**config.mk**
```make
export PLATFORM = sky130hd
export DESIGN_NAME = dense_layer_sequencer_flat
export DESIGN_NICKNAME = d
export VERILOG_FILES = /design/src/rtl/dense_layer_sequencer_pkg.sv /design/src/rtl/dense_layer_sequencer_if.sv /design/src/rtl/dense_mac_unit.sv /design/src/rtl/dense_layer_sequencer.sv /design/src/flat_wrapper.sv
export SDC_FILE = /design/constraint.sdc
export NUM_CORES = 1
export LEC_CHECK = 0
export CAP_MARGIN = 20
export CORE_AREA = 3 3 77 79
export DETAILED_ROUTE_END_ITERATION = 16
export DIE_AREA = 0 0 80 82
export PLACE_DENSITY = 0.74
export SLEW_MARGIN = 25
export SYNTH_ARGS = -nofsm -noshare
export SYNTH_HDL_FRONTEND = slang
export SYNTH_HIERARCHICAL = 1
export SYNTH_SLANG_ARGS = --single-unit
export TNS_END_PERCENT = 10
```
**constraint.sdc**
```tcl
create_clock -name clk -period 13.1 [get_ports clk]
set_clock_uncertainty 0.1 [all_clocks]
set_input_delay 1.31 -clock clk [delete_from_list [all_inputs] [get_ports clk]]
set_output_delay 1.31 -clock clk [all_outputs]
set_load 0.1 [all_outputs]
```
**src/rtl/dense_layer_sequencer_pkg.sv**
```systemverilog
// Shared types, constants and helper functions for the dense layer sequencer.
package dense_layer_sequencer_pkg;

  localparam int unsigned DATA_W     = 8;
  localparam int unsigned PROD_W     = 16;
  localparam int unsigned IN_SIZE_1  = 4;
  localparam int unsigned OUT_SIZE_1 = 2;
  localparam int unsigned ACC_W_1    = 24;
  localparam int unsigned SAT_W      = 32;

  typedef enum logic [2:0] {
    IDLE  = 3'd0,
    BIAS  = 3'd1,
    MAC   = 3'd2,
    WRITE = 3'd3,
    DONE  = 3'd4
  } seq_state_t;

  // Address width for a memory of n entries; a single entry still needs one bit.
  function automatic int unsigned addr_w(input int unsigned n);
    return (n > 1) ? $clog2(n) : 1;
  endfunction

  function automatic logic signed [DATA_W-1:0] sat_int8(input logic signed [SAT_W-1:0] x);
    if (x > 127)       return 8'sh7f;
    else if (x < -128) return 8'sh80;
    else               return x[DATA_W-1:0];
  endfunction

endpackage

```
**src/rtl/dense_layer_sequencer_if.sv**
```systemverilog
// Control, memory-read and output-write signals between the sequencer and its buffers.
interface dense_layer_sequencer_if
  import dense_layer_sequencer_pkg::*;
#(
  parameter int unsigned IN_SIZE  = IN_SIZE_1,
  parameter int unsigned OUT_SIZE = OUT_SIZE_1
);
  localparam int unsigned IN_AW  = addr_w(IN_SIZE);
  localparam int unsigned OUT_AW = addr_w(OUT_SIZE);
  localparam int unsigned W_AW   = addr_w(IN_SIZE * OUT_SIZE);

  logic                     start;
  logic                     busy;
  logic                     done;
  logic [IN_AW-1:0]         in_addr;
  logic signed [DATA_W-1:0] in_data;
  logic [W_AW-1:0]          w_addr;
  logic signed [DATA_W-1:0] w_data;
  logic [OUT_AW-1:0]        b_addr;
  logic signed [DATA_W-1:0] b_data;
  logic                     out_we;
  logic [OUT_AW-1:0]        out_addr;
  logic signed [DATA_W-1:0] out_data;

  modport master (
    input  start, in_data, w_data, b_data,
    output busy, done, in_addr, w_addr, b_addr, out_we, out_addr, out_data
  );

  modport slave (
    output start, in_data, w_data, b_data,
    input  busy, done, in_addr, w_addr, b_addr, out_we, out_addr, out_data
  );

endinterface

```
**src/rtl/dense_mac_unit.sv**
```systemverilog
// Full-width MAC accumulator plus int8 conversion and ReLU output register.
// DENSE_SEQ_SAT_EN selects saturating conversion; otherwise the low byte wraps.
module dense_mac_unit
  import dense_layer_sequencer_pkg::*;
#(
  parameter int unsigned ACC_W = ACC_W_1
) (
  input  logic                     clk,
  input  logic                     rst,
  input  logic                     i_clear,
  input  logic                     i_load_bias,
  input  logic                     i_acc_en,
  input  logic signed [DATA_W-1:0] i_bias,
  input  logic signed [DATA_W-1:0] i_x,
  input  logic signed [DATA_W-1:0] i_w,
  output logic signed [DATA_W-1:0] o_result
);

  logic signed [ACC_W-1:0]  r_acc;
  logic signed [DATA_W-1:0] r_result;
  logic signed [PROD_W-1:0] w_prod;
  logic signed [ACC_W-1:0]  w_acc_base;
  logic signed [ACC_W-1:0]  w_acc_nxt;
  logic signed [DATA_W-1:0] w_conv;
  logic signed [DATA_W-1:0] w_relu;

  // Result is computed from the next accumulator value so it is ready in the WRITE cycle.
  always_comb begin
    w_prod     = i_x * i_w;
    w_acc_base = i_load_bias ? ACC_W'(i_bias) : r_acc;
    w_acc_nxt  = w_acc_base + ACC_W'(w_prod);
`ifdef DENSE_SEQ_SAT_EN
    w_conv     = sat_int8(SAT_W'(w_acc_nxt));
`else
    w_conv     = w_acc_nxt[DATA_W-1:0];
`endif
    w_relu     = w_conv[DATA_W-1] ? '0 : w_conv;
  end

  always_ff @(posedge clk or posedge rst) begin
    if (rst) begin
      r_acc    <= '0;
      r_result <= '0;
    end else if (i_clear) begin
      r_acc    <= '0;
    end else if (i_acc_en) begin
      r_acc    <= w_acc_nxt;
      r_result <= w_relu;
    end
  end

  assign o_result = r_result;

endmodule

```
**src/rtl/dense_layer_sequencer.sv**
```systemverilog
// Time-multiplexed fully-connected layer: walks neurons and inputs through one MAC
// and writes one ReLU'd int8 result per neuron.
module dense_layer_sequencer
  import dense_layer_sequencer_pkg::*;
#(
  parameter int unsigned IN_SIZE  = IN_SIZE_1,
  parameter int unsigned OUT_SIZE = OUT_SIZE_1,
  parameter int unsigned ACC_W    = ACC_W_1
) (
  input logic                     clk,
  input logic                     rst,
  dense_layer_sequencer_if.master bus
);

  localparam int unsigned IN_AW  = addr_w(IN_SIZE);
  localparam int unsigned OUT_AW = addr_w(OUT_SIZE);
  localparam int unsigned W_AW   = addr_w(IN_SIZE * OUT_SIZE);
  localparam logic [IN_AW-1:0]  J_LAST   = IN_AW'(IN_SIZE - 1);
  localparam logic [OUT_AW-1:0] I_LAST   = OUT_AW'(OUT_SIZE - 1);
  localparam bit                MULTI_IN = (IN_SIZE > 1);

  seq_state_t         r_state, w_state_nxt;
  logic [OUT_AW-1:0]  r_i, w_i_nxt;
  logic [IN_AW-1:0]   r_j, w_j_nxt;
  logic [IN_AW-1:0]   r_in_addr, w_in_addr_nxt;
  logic [W_AW-1:0]    r_w_addr, w_w_addr_nxt;
  logic [OUT_AW-1:0]  r_b_addr, w_b_addr_nxt;
  logic [OUT_AW-1:0]  r_out_addr, w_out_addr_nxt;
  logic               r_busy, r_done, r_out_we;
  logic               w_clear, w_load_bias, w_acc_en;
  logic signed [DATA_W-1:0] w_result;

  // Next-state, counter and address logic; addresses run one index ahead of the MAC.
  always_comb begin
    w_state_nxt    = r_state;
    w_i_nxt        = r_i;
    w_j_nxt        = r_j;
    w_in_addr_nxt  = r_in_addr;
    w_w_addr_nxt   = r_w_addr;
    w_b_addr_nxt   = r_b_addr;
    w_out_addr_nxt = r_out_addr;
    w_clear        = 1'b0;
    w_load_bias    = 1'b0;
    w_acc_en       = 1'b0;

    case (r_state)
      IDLE: begin
        if (bus.start) begin
          w_state_nxt   = BIAS;
          w_i_nxt       = '0;
          w_j_nxt       = '0;
          w_in_addr_nxt = '0;
          w_w_addr_nxt  = '0;
          w_b_addr_nxt  = '0;
          w_clear       = 1'b1;
        end
      end
      BIAS: begin
        w_state_nxt = MAC;
        w_j_nxt     = '0;
        if (MULTI_IN) begin
          w_in_addr_nxt = r_in_addr + IN_AW'(1);
          w_w_addr_nxt  = r_w_addr + W_AW'(1);
        end
      end
      MAC: begin
        w_acc_en    = 1'b1;
        w_load_bias = (r_j == '0);
        if (r_j == J_LAST) begin
          w_state_nxt    = WRITE;
          w_out_addr_nxt = r_i;
        end else begin
          w_j_nxt = r_j + IN_AW'(1);
          if (r_j + IN_AW'(1) != J_LAST) begin
            w_in_addr_nxt = r_in_addr + IN_AW'(1);
            w_w_addr_nxt  = r_w_addr + W_AW'(1);
          end
        end
      end
      WRITE: begin
        if (r_i == I_LAST) begin
          w_state_nxt = DONE;
        end else begin
          w_state_nxt   = BIAS;
          w_i_nxt       = r_i + OUT_AW'(1);
          w_j_nxt       = '0;
          w_b_addr_nxt  = r_i + OUT_AW'(1);
          w_in_addr_nxt = '0;
          w_w_addr_nxt  = r_w_addr + W_AW'(1);
        end
      end
      DONE:    w_state_nxt = IDLE;
      default: w_state_nxt = IDLE;
    endcase
  end

  always_ff @(posedge clk or posedge rst) begin
    if (rst) begin
      r_state    <= IDLE;
      r_i        <= '0;
      r_j        <= '0;
      r_in_addr  <= '0;
      r_w_addr   <= '0;
      r_b_addr   <= '0;
      r_out_addr <= '0;
      r_busy     <= 1'b0;
      r_done     <= 1'b0;
      r_out_we   <= 1'b0;
    end else begin
      r_state    <= w_state_nxt;
      r_i        <= w_i_nxt;
      r_j        <= w_j_nxt;
      r_in_addr  <= w_in_addr_nxt;
      r_w_addr   <= w_w_addr_nxt;
      r_b_addr   <= w_b_addr_nxt;
      r_out_addr <= w_out_addr_nxt;
      r_busy     <= (w_state_nxt != IDLE);
      r_done     <= (w_state_nxt == DONE);
      r_out_we   <= (w_state_nxt == WRITE);
    end
  end

  dense_mac_unit #(.ACC_W(ACC_W)) u_mac (
    .clk         (clk),
    .rst         (rst),
    .i_clear     (w_clear),
    .i_load_bias (w_load_bias),
    .i_acc_en    (w_acc_en),
    .i_bias      (bus.b_data),
    .i_x         (bus.in_data),
    .i_w         (bus.w_data),
    .o_result    (w_result)
  );

  assign bus.busy     = r_busy;
  assign bus.done     = r_done;
  assign bus.in_addr  = r_in_addr;
  assign bus.w_addr   = r_w_addr;
  assign bus.b_addr   = r_b_addr;
  assign bus.out_we   = r_out_we;
  assign bus.out_addr = r_out_addr;
  assign bus.out_data = w_result;

endmodule
```
**src/flat_wrapper.sv**
```systemverilog
// flat-port wrapper written by rule: the top's interface ports become plain ports
module dense_layer_sequencer_flat import dense_layer_sequencer_pkg::*;
#(
  parameter int unsigned IN_SIZE  = IN_SIZE_1,
  parameter int unsigned OUT_SIZE = OUT_SIZE_1,
  parameter int unsigned ACC_W    = ACC_W_1
)
  (clk, rst, bus_start, bus_in_data, bus_w_data, bus_b_data, bus_busy, bus_done, bus_in_addr, bus_w_addr, bus_b_addr, bus_out_we, bus_out_addr, bus_out_data);
  dense_layer_sequencer_if #(.IN_SIZE(IN_SIZE), .OUT_SIZE(OUT_SIZE)) bus_i ();
  input logic clk;
  input logic rst;
  input wire logic [$bits(bus_i.start)-1:0] bus_start;
  input wire logic [$bits(bus_i.in_data)-1:0] bus_in_data;
  input wire logic [$bits(bus_i.w_data)-1:0] bus_w_data;
  input wire logic [$bits(bus_i.b_data)-1:0] bus_b_data;
  output wire logic [$bits(bus_i.busy)-1:0] bus_busy;
  output wire logic [$bits(bus_i.done)-1:0] bus_done;
  output wire logic [$bits(bus_i.in_addr)-1:0] bus_in_addr;
  output wire logic [$bits(bus_i.w_addr)-1:0] bus_w_addr;
  output wire logic [$bits(bus_i.b_addr)-1:0] bus_b_addr;
  output wire logic [$bits(bus_i.out_we)-1:0] bus_out_we;
  output wire logic [$bits(bus_i.out_addr)-1:0] bus_out_addr;
  output wire logic [$bits(bus_i.out_data)-1:0] bus_out_data;
  assign bus_i.start = bus_start;
  assign bus_i.in_data = bus_in_data;
  assign bus_i.w_data = bus_w_data;
  assign bus_i.b_data = bus_b_data;
  assign bus_busy = bus_i.busy;
  assign bus_done = bus_i.done;
  assign bus_in_addr = bus_i.in_addr;
  assign bus_w_addr = bus_i.w_addr;
  assign bus_b_addr = bus_i.b_addr;
  assign bus_out_we = bus_i.out_we;
  assign bus_out_addr = bus_i.out_addr;
  assign bus_out_data = bus_i.out_data;
  dense_layer_sequencer #(.IN_SIZE(IN_SIZE), .OUT_SIZE(OUT_SIZE), .ACC_W(ACC_W)) u_core (.clk(clk), .rst(rst), .bus(bus_i));
endmodule
```
== Word-level counts from Yosys, hierarchy flattened ==
Index checks and enable logic that the tools add are counted.

* Reduce and logical (&&, ||, !) cells: 12
* $mul: 1
* Mux-type cells: 29
* Bitwise gates (word level): 1
* Order comparisons: 0
* Div/mod/pow operators: 0
* Add/subtract/negate cells: 5
* Equality and inequality tests: 11
* Shift-type cells: 0

{| class="wikitable"
|+ Operators with widths
! kind !! number
|-
| two-way mux 24 bit || 3
|-
| adder 24 x 16 -> 24 bit || 1
|-
| one-hot mux 3 bit (4 select lines) || 2
|-
| two-way mux 3 bit || 7
|-
| multiplier 8 x 8 -> 16 bit || 1
|-
| one-hot mux 2 bit (4 select lines) || 2
|-
| two-way mux 2 bit || 5
|-
| equality test 3 x 2 -> 1 bit, second input constant || 3
|-
| != test 2 bit, second input constant || 4
|-
| two-way mux 1 bit || 7
|-
| two-way mux 7 bit || 1
|-
| AND reduction 2 bit || 3
|-
| AND reduction 5 bit || 1
|-
| adder 2 x 1 -> 2 bit, second input constant || 2
|-
| one-hot mux 1 bit (2 select lines) || 2
|-
| AND reduction 4 bit || 1
|-
| nonzero test 2 bit || 2
|-
| nonzero test 4 bit || 1
|-
| adder 3 x 1 -> 3 bit, second input constant || 1
|-
| equality test 3 x 1 -> 1 bit, second input constant || 1
|-
| equality test 3 bit, second input constant || 1
|-
| zero test 3 bit || 1
|-
| AND reduction 3 bit || 1
|-
| nonzero test 3 bit || 1
|-
| other kinds (5) || 5
|}

* Bits in registers: 48
* Word-level logic and storage cells: 71
* Memories: 0
* Input port bits: 27
* Memory bits (writable): 0
* Output and inout port bits: 18
* Bits in latches: 0
* Memory bits (read-only): 0

== Depth between registers and ports, before layout ==
Gate-level depths: netlist of the first run.

* Depth after elaboration: 6
* Depth in mapped cells: 20
* Depth with buffers taken out: 18

== By module ==
Netlist of the first run, hierarchy kept.

{| class="wikitable"
|+ By module, submodules not included
! module !! area each (um2) !! cells each !! times used !! seq. area each (um2)
|-
| dense_mac_unit || 1796.7 || 183 || 1 || 375.4
|-
| dense_layer_sequencer || 814.5 || 77 || 1 || 400.4
|}

== Worst setup path after synthesis of the first run ==
OpenSTA, ideal clock, no wires.

* Path type: input to register
* Start: input port bus_in_data[5]
* End: register u_core.u_mac.r_acc[7]
* Data required time: 12.879 ns
* Setup slack: 8.023 ns
* Arrival: 4.856 ns
* Stages: 14
* Setup time: 0.121 ns
* Buffers on the path: 0
* Path through: nand2_1 -> fa_1 -> inv_1 -> fa_1 -> inv_1 -> fa_1 -> inv_1 -> fa_1 -> ha_1 -> ha_1 -> a21oi_1 -> xnor2_1 -> xnor2_4 -> a22o_1

* Cells in the longest elaborated chain, start to end: 4

{| class="wikitable"
|+ Ends and longest elaborated chain
! item !! RTL line !! RTL
|-
| start, declared || flat_wrapper.sv:13 || <nowiki>input wire logic [$bits(bus_i.in_data)-1:0] bus_in_data;</nowiki>
|-
| multiplier 8 x 8 -> 16 bit || dense_mac_unit.sv:29 || <nowiki>w_prod = i_x * i_w;</nowiki>
|-
| adder 24 x 16 -> 24 bit || dense_mac_unit.sv:31 || <nowiki>w_acc_nxt = w_acc_base + ACC_W'(w_prod);</nowiki>
|-
| two-way mux 24 bit || dense_mac_unit.sv:46 || <nowiki>end else if (i_acc_en) begin</nowiki>
|-
| two-way mux 24 bit || dense_mac_unit.sv:44 || <nowiki>end else if (i_clear) begin</nowiki>
|-
| end signal, assigned || dense_mac_unit.sv:47 || <nowiki>r_acc <= w_acc_nxt;</nowiki>
|-
| end, declared || dense_mac_unit.sv:19 || <nowiki>logic signed [ACC_W-1:0] r_acc;</nowiki>
|}

Every way passes these cells. The select of a mux whose other input is x is not followed.
A chain may end at the register's enable or synchronous reset.

== Final worst setup path of the first run ==
* Start: input port bus_w_data[0]
* End: register u_core.u_mac.r_acc[7]

* Cells in the longest elaborated chain, start to end: 4

{| class="wikitable"
|+ Ends and longest elaborated chain
! item !! RTL line !! RTL
|-
| start, declared || flat_wrapper.sv:14 || <nowiki>input wire logic [$bits(bus_i.w_data)-1:0] bus_w_data;</nowiki>
|-
| multiplier 8 x 8 -> 16 bit || dense_mac_unit.sv:29 ||
|-
| adder 24 x 16 -> 24 bit || dense_mac_unit.sv:31 ||
|-
| two-way mux 24 bit || dense_mac_unit.sv:46 ||
|-
| two-way mux 24 bit || dense_mac_unit.sv:44 ||
|}

Every way passes these cells. The select of a mux whose other input is x is not followed.

==> flow_summary.rst, run 1 <==
.. list-table::
   :header-rows: 1

   * - Metric
     - Value
   * - Number of distinct library cells after synthesis
     - 44
   * - Synth Area in XOR/XNOR
     - 8.241%
   * - Via count
     - 1875
   * - Count of port buffers added during placement
     - 43
   * - Startpoint Class
     - primary input
   * - Cell at the root of the clock tree
     - sky130_fd_sc_hd__clkbuf_8
   * - Number of hold violations in the final report
     - 0
   * - Multiplexer share of the synthesized area
     - 7.906%
   * - Actual slew at the worst max-slew pin
     - 971.9 ps
   * - Starting Density
     - 48.31%
   * - Number of synthesized flops with an enable pin
     - 0
   * - TritonCTS clock tree
     - built
   * - End of the worst register-to-register path
     - u_core/u_mac/r_acc[7]$_DFFE_PP0P_
   * - Net count after synthesis
     - 329
   * - Cts hold-fix bufs
     - 0
   * - Commonest cells in the netlist
     - sky130_fd_sc_hd__nand2_1, sky130_fd_sc_hd__dfrtp_1, sky130_fd_sc_hd__inv_1, sky130_fd_sc_hd__ha_1, sky130_fd_sc_hd__fa_1
   * - Top area cells in the synthesized netlist
     - sky130_fd_sc_hd__dfrtp_1, sky130_fd_sc_hd__fa_1, sky130_fd_sc_hd__ha_1
   * - Number of buffers inserted during clock tree synthesis
     - 5
   * - Combined buffer and inverter count along the critical path
     - 4
   * - Peak Freq
     - 0.1791 GHz
   * - Share of layout cells above drive strength 1
     - 9.539%
   * - Width of the die
     - 80 um
   * - Detail Placement HPWL
     - 4.184 mm
   * - P&R area growth vs syn
     - 21.47%
   * - Cells on Worst Hold Path
     - 2
   * - Count of boundary I/O pins
     - 45
   * - Total negative slack
     - 0 ps
   * - Mapped cell area
     - 0.002611 sq mm
   * - Most repeated cell in the gate-level netlist after synthesis
     - sky130_fd_sc_hd__nand2_1
   * - Worst-skew pair later-pin latency
     - 280 ps
   * - Cell repeated most along the worst path
     - sky130_fd_sc_hd__fa_1
   * - Hold Path Class
     - flip-flop to flip-flop
   * - Total track usage
     - 17.15%
   * - Inserted Diodes
     - 0
   * - Slowest cell delay on critical path
     - 620 ps
   * - Area share of the largest cell type after synthesis
     - 29.71%
   * - Final slew viol count
     - 0
   * - R2R Setup Slk
     - 7640 ps
   * - Status
     - finished clean
   * - Critical path capture point type
     - flip-flop
   * - Post-Synthesis Cells
     - 260
   * - Largest area contributor in the netlist
     - sky130_fd_sc_hd__dfrtp_1
   * - First-pass DRT Iterations
     - 4
   * - Data arrival time of the critical path
     - 5660 ps
   * - Wire length of the first global-routing pass
     - 8.652 mm
   * - Number of clock sinks
     - 31
   * - Die Y
     - 82 um
   * - Buffers inserted during post-CTS setup optimization
     - 0
   * - Maximum number of pins on one net before global-route repair
     - 17
   * - Biggest fanout along the worst timing path
     - 8
   * - Vias in the first global route
     - 1847
   * - Cell chain of the critical path
     - clkdlybuf4s50_1, nand2_1, fa_1, inv_1, fa_1, inv_1, fa_1, inv_1, fa_1, ha_1, ha_1, a21oi_1, xnor2_1, xnor2_4, a22o_1
   * - Routed Wire Length
     - 5.075 mm
   * - Fraction of registers with async set or reset after synthesis
     - 100.0%
   * - Count of instances resized after the clock tree is built
     - 0
   * - Number of warnings printed during yosys synthesis
     - 6
   * - RSZ-0062 raised after global routing
     - no
   * - Depth of the worst register-to-register path
     - 18
   * - Post-DR vias/cell
     - 4.987
   * - Gp weighted congestion
     - 0.7799
   * - Worst-case headroom to the max-slew limit
     - 35.00%
   * - Detailed Route Iter0 Violations
     - 46
   * - Number of buffers on the longest clock path
     - 2
   * - Area of the core
     - 0.005405 sq mm
   * - Clk pin slew, worst setup/hold paths
     - 70 ps
   * - Crit-path leading delay family
     - adder cells
   * - Max-cap violation count
     - 0
   * - Worst EP required
     - 13180 ps
   * - Main combinational cell family by area after synthesis
     - adder cells
   * - Final setup viols
     - 0
   * - Hold path endpoint
     - u_core/u_mac/o_result[1]$_DFFE_PP0P_
   * - Number of register bits inferred by synthesis
     - 31
   * - Hold_sp
     - u_core/u_mac/o_result[1]$_DFFE_PP0P_
   * - Fraction of the mapped netlist area in adder cells
     - 25.30%
   * - Critical path class
     - primary input to flip-flop
   * - Number of nets at the end of the flow
     - 372
   * - R2r startpoint
     - u_core/r_state[2]$_DFF_PP0_
   * - Placement row count
     - 27
   * - Post-layout min period
     - 5582 ps
   * - Post-Synthesis Mean Instance Area
     - 10.04 sq um
   * - Total congestion overflow after global routing
     - 0
   * - Remaining antenna violation count
     - 0
   * - DR WL/cell
     - 13.50 um
   * - Simple logic cell fraction of the synthesized area
     - 16.29%
   * - Synthesized-area fraction occupied by ao, oa, aoi and oai cells
     - 6.229%
   * - Most used flip-flop cell after synthesis
     - sky130_fd_sc_hd__dfrtp_1
   * - Number of design rule violations left after detail routing
     - 0
   * - Critical Path Slowest Stage Cell
     - sky130_fd_sc_hd__clkdlybuf4s50_1
   * - Register area share after synthesis
     - 29.71%
   * - Htree depth
     - 2
   * - Post-route clock period utilization
     - 42.61%
   * - Antenna violations before repair
     - 0
   * - Die ar.
     - 0.006560 sq mm
-- sequential cells by signal (all words and copies together), names as in the netlist --
| register | cells |
|---|---|
| u_core/bus.out_addr | 1 |
| u_core/r_j | 2 |
| u_core/u_mac/o_result | 7 |
| u_core/r_i | 1 |
| u_core/r_state | 3 |
| u_core/bus.busy | 1 |
| u_core/bus.in_addr | 2 |
| u_core/bus.done | 1 |
| u_core/bus.out_we | 1 |
| u_core/u_mac/r_acc | 8 |
| u_core/bus.b_addr | 1 |
| u_core/bus.w_addr | 3 |
-- worst max path at each step --
stage | start | end | slack [ps] | cells past startpoint
floorplan | bus_in_data[5] | u_core/u_mac/r_acc[7]$_DFFE_PP0P_ | 8020 | 14
global placement | bus_w_data[0] | u_core/u_mac/r_acc[7]$_DFFE_PP0P_ | 7250 | 15
detailed placement | bus_w_data[1] | u_core/u_mac/r_acc[7]$_DFFE_PP0P_ | 7180 | 15
CTS | bus_w_data[1] | u_core/u_mac/r_acc[7]$_DFFE_PP0P_ | 7500 | 15
global route | u_core/r_state[1]$_DFF_PP0_ | u_core/u_mac/r_acc[7]$_DFFE_PP0P_ | 7300 | 18
finish | bus_w_data[0] | u_core/u_mac/r_acc[7]$_DFFE_PP0P_ | 7520 | 15
-- worst min-delay path, stage by stage, from the launching register on --
cell and delay [ps]:
sky130_fd_sc_hd__dfrtp_1 350, sky130_fd_sc_hd__nand2_1 40, sky130_fd_sc_hd__o21ai_0 60
-- stage by stage --
| stage | hold slack, ps | setup WS (ps) | area (sq um) | utilization, % | instances |
|---|---|---|---|---|---|
| finish | 379.5 | 7518 | 3172 | 58.68 | 376 |
| global route | 419.5 | 7302 | 3172 | 58.68 | 376 |
| CTS | 387.5 | 7501 | 3172 | 58.68 | 376 |
| detailed placement | 371.5 | 7180 | 3083 | 57.04 | 368 |
| global placement | 367.6 | 7253 | 3083 | 57.04 | 368 |
| floorplan | 365.3 | 8023 | 2611 | - | 260 |
-- area by class of cell --
class,instances,area (sq um)
clock inverters,3,20.02
fillers,459,2233
repair buffers,44,437.9
flip-flops and latches,31,775.7
clock buffers,5,68.82
well taps,72,90.09
inverters,28,105.1
multi-input cells,193,1674
-- logic make-up (layout without fill, tap and decap cells) --
family,count (synthesis),in the layout
buf+inv,36,80
mux,20,20
other cells,1,1
xor+xnor,19,19
flops,31,31
compound gates,23,23
simple gates,88,88
fa+ha+maj,42,42
-- cell usage in the layout, fill, tap and decap left out, types with 6 or more instances in the layout --
cell type,n
sky130_fd_sc_hd__and2_1,15
sky130_fd_sc_hd__clkdlybuf4s50_1,43
sky130_fd_sc_hd__dfrtp_1,31
sky130_fd_sc_hd__fa_1,18
sky130_fd_sc_hd__ha_1,24
sky130_fd_sc_hd__inv_1,28
sky130_fd_sc_hd__mux2i_1,15
sky130_fd_sc_hd__nand2_1,38
sky130_fd_sc_hd__nor2_1,17
sky130_fd_sc_hd__o21ai_0,6
sky130_fd_sc_hd__xnor2_1,10
-- layer usage --
metal | wire length, um | GRT usage (%)
met5 | 0 | 0
met4 | 44 | 4.561
met3 | 215 | 3.618
met2 | 2470 | 26.74
met1 | 2344 | 24.30
Power of run 1 is not shown: default switching activity piles up to over one toggle a cycle in this logic, so the estimate is an artifact.
==> inputs of run 2 (changes only) <==
==> constraint.sdc (replaced) <==
create_clock -name clk -period 5.3 [get_ports clk]
set_clock_uncertainty 0.1 [all_clocks]
set_input_delay 0.53 -clock clk [delete_from_list [all_inputs] [get_ports clk]]
set_output_delay 0.53 -clock clk [all_outputs]
set_load 0.1 [all_outputs]
==> run 2 against run 1 <==
Register-to-register slack lost 7400 ps. Count of clock-buffer cells in the layout grew 1. Core utilization grew 0.42 points. Global-route usage shrank 0.12 points. Design area grew 0.71%. Hold slack lost 3.9 ps. Die area is the same. Routed wire length grew 3.1%. Cell count grew 0.80%. Sequential cell count is the same.
==> flow_summary.rst, run 2 (synthesized netlist as in run 1, its figures left out) <==
.. list-table::
   :header-rows: 1

   * - Metric
     - Value
   * - Count of boundary I/O pins
     - 45
   * - Critical Path Slowest Stage Cell
     - sky130_fd_sc_hd__fa_1
   * - Max-cap violation count
     - 0
   * - Register with the most flip-flops
     - u_core/u_mac/r_acc
   * - R2r startpoint
     - u_core/r_state[2]$_DFF_PP0_
   * - Status
     - finished clean
   * - Count of port buffers added during placement
     - 43
   * - Number of hold violations in the final report
     - 0
   * - Critical path class
     - flip-flop to flip-flop
   * - Cell at the root of the clock tree
     - sky130_fd_sc_hd__clkbuf_8
   * - First-pass DRT Iterations
     - 4
   * - Largest register FFs
     - 8
   * - Placement row count
     - 27
   * - Number of nets at the end of the flow
     - 377
   * - Gp weighted congestion
     - 0.8070
   * - Share of layout cells above drive strength 1
     - 10.42%
   * - Post-DR vias/cell
     - 4.884
   * - Post-layout min period
     - 5018 ps
   * - Highest routing layer actually used
     - met4
   * - Hold_sp
     - u_core/u_mac/o_result[2]$_DFFE_PP0P_
   * - Actual slew at the worst max-slew pin
     - 979.6 ps
   * - Antenna violations before repair
     - 0
   * - Number of buffers inserted during clock tree synthesis
     - 5
   * - Total track usage
     - 17.03%
   * - Peak Freq
     - 0.1993 GHz
   * - Detailed Route Iter0 Violations
     - 79
   * - Wire length of the first global-routing pass
     - 8.590 mm
   * - Buffers inserted during post-CTS setup optimization
     - 0
   * - Maximum number of pins on one net before global-route repair
     - 17
   * - Final slew viol count
     - 0
   * - Number of buffers on the longest clock path
     - 2
   * - Slowest cell delay on critical path
     - 510 ps
   * - Area of the core
     - 0.005405 sq mm
   * - Final standard cell area without fillers
     - 0.003194 sq mm
   * - Placed standard-cell area
     - 0.003120 sq mm
   * - Biggest fanout along the worst timing path
     - 8
   * - Data arrival time of the critical path
     - 5080 ps
   * - Met2 WL post-DR
     - 2.591 mm
   * - Hold Path Class
     - flip-flop to flip-flop
   * - TritonCTS clock tree
     - built
   * - Setup Slack @ Placement
     - 196.5 ps
   * - RSZ-0062 raised after global routing
     - no
   * - Total congestion overflow after global routing
     - 0
   * - Number of clock sinks
     - 31
   * - Cell chain of the critical path
     - nand2b_1, nor2_1, and2_2, mux2i_1, fa_1, inv_1, fa_1, inv_1, fa_1, inv_1, fa_1, ha_1, ha_1, a21oi_1, xnor2_1, xnor2_4, a22o_1
   * - Clk pin slew, worst setup/hold paths
     - 60 ps
   * - Worst-skew pair later-pin latency
     - 270 ps
   * - Start point of the critical path
     - u_core/r_state[2]$_DFF_PP0_
   * - Remaining antenna violation count
     - 0
   * - Startpoint Class
     - flip-flop
   * - Critical path capture point type
     - flip-flop
   * - Via count
     - 1851
   * - Detail Placement HPWL
     - 4.340 mm
   * - Inserted Diodes
     - 0
   * - Sum of routed wire segments on met1
     - 2.469 mm
   * - Width of the die
     - 80 um
   * - Htree depth
     - 2
   * - DR WL/cell
     - 13.80 um
   * - Routed met3 length
     - 162 um
   * - Total negative slack
     - 0 ps
   * - Non-filler cells, final
     - 379
   * - Vias in the first global route
     - 1838
   * - Starting Density
     - 48.31%
   * - Worst EP required
     - 5360 ps
   * - Cell repeated most along the worst path
     - sky130_fd_sc_hd__fa_1
   * - Post-layout worst setup margin
     - 282.1 ps
   * - Die Y
     - 82 um
   * - P&R area growth vs syn
     - 22.33%
   * - Commonest cells after routing, fill and taps aside
     - sky130_fd_sc_hd__clkdlybuf4s50_1, sky130_fd_sc_hd__nand2_1, sky130_fd_sc_hd__dfrtp_1
   * - Routed Wire Length
     - 5.231 mm
   * - Worst-case headroom to the max-slew limit
     - 34.49%
   * - Final setup viols
     - 0
   * - Die ar.
     - 0.006560 sq mm
   * - Number of design rule violations left after detail routing
     - 0
   * - Post-route clock period utilization
     - 94.68%
   * - Placed cells
     - 373
   * - Commonest non-fill, non-tap cell in the layout
     - sky130_fd_sc_hd__clkdlybuf4s50_1
-- run 2: changes by cell type in the layout (fill, tap and decap cells not counted) --
cell | previous run | this run
sky130_fd_sc_hd__clkbuf_1 | 0 | 1
sky130_fd_sc_hd__clkinvlp_4 | 2 | 0
sky130_fd_sc_hd__clkinv_2 | 1 | 0
sky130_fd_sc_hd__buf_4 | 1 | 6
sky130_fd_sc_hd__and2_2 | 2 | 3
sky130_fd_sc_hd__and2_1 | 15 | 14
-- run 2: timing repair --
item / in CTS / in global routing
setup endpoints to repair: 0 / 7
resized for setup: 0 / 1
hold buffers: 0 / 0
-- run 2: cell type report --
cell class,count,area [sq um]
inverters,28,105.1
well taps,72,90.09
clock buffers,6,72.57
flip-flops and latches,31,775.7
repair buffers,49,475.5
multi-input cells,193,1675
fillers,494,2211
-- run 2: layer usage --
layer	track usage [%]	vias to the layer above
met1	23.14	894
met2	28.39	27
li1	-	928
met3	3.289	2
met5	0	-
met4	3.547	0
-- run 2: critical path, delay by kind of cell, from the launching register on --
family / cells / cell delay, ps
flops: 1 / 450
buf+inv: 3 / 160
fa+ha+maj: 6 / 2560
simple gates: 3 / 610
xor+xnor: 2 / 570
mux: 1 / 110
compound gates: 2 / 320
-- run 2: path summary, 6_finish.rpt --
kind	slack [ps]	end	cells past startpoint
setup / recovery	280	u_core/u_mac/r_acc[7]$_DFFE_PP0P_	17
hold / removal	380	u_core/u_mac/o_result[2]$_DFFE_PP0P_	2
setup reg to reg	280	u_core/u_mac/r_acc[7]$_DFFE_PP0P_	17
hold reg to reg	380	u_core/u_mac/o_result[2]$_DFFE_PP0P_	2
max in group asynchronous	4140	u_core/r_state[1]$_DFF_PP0_	2
min in group asynchronous	550	u_core/u_mac/o_result[6]$_DFFE_PP0P_	2
-- run 2: through the flow --
stage,hold WS [ps],util (%)
finish,375.5,59.10
global route,413.6,59.10
CTS,383.9,59.07
detailed placement,370.5,57.73
global placement,365.9,57.73
floorplan,331.5,-
Power of run 2 is left out for the same reason.
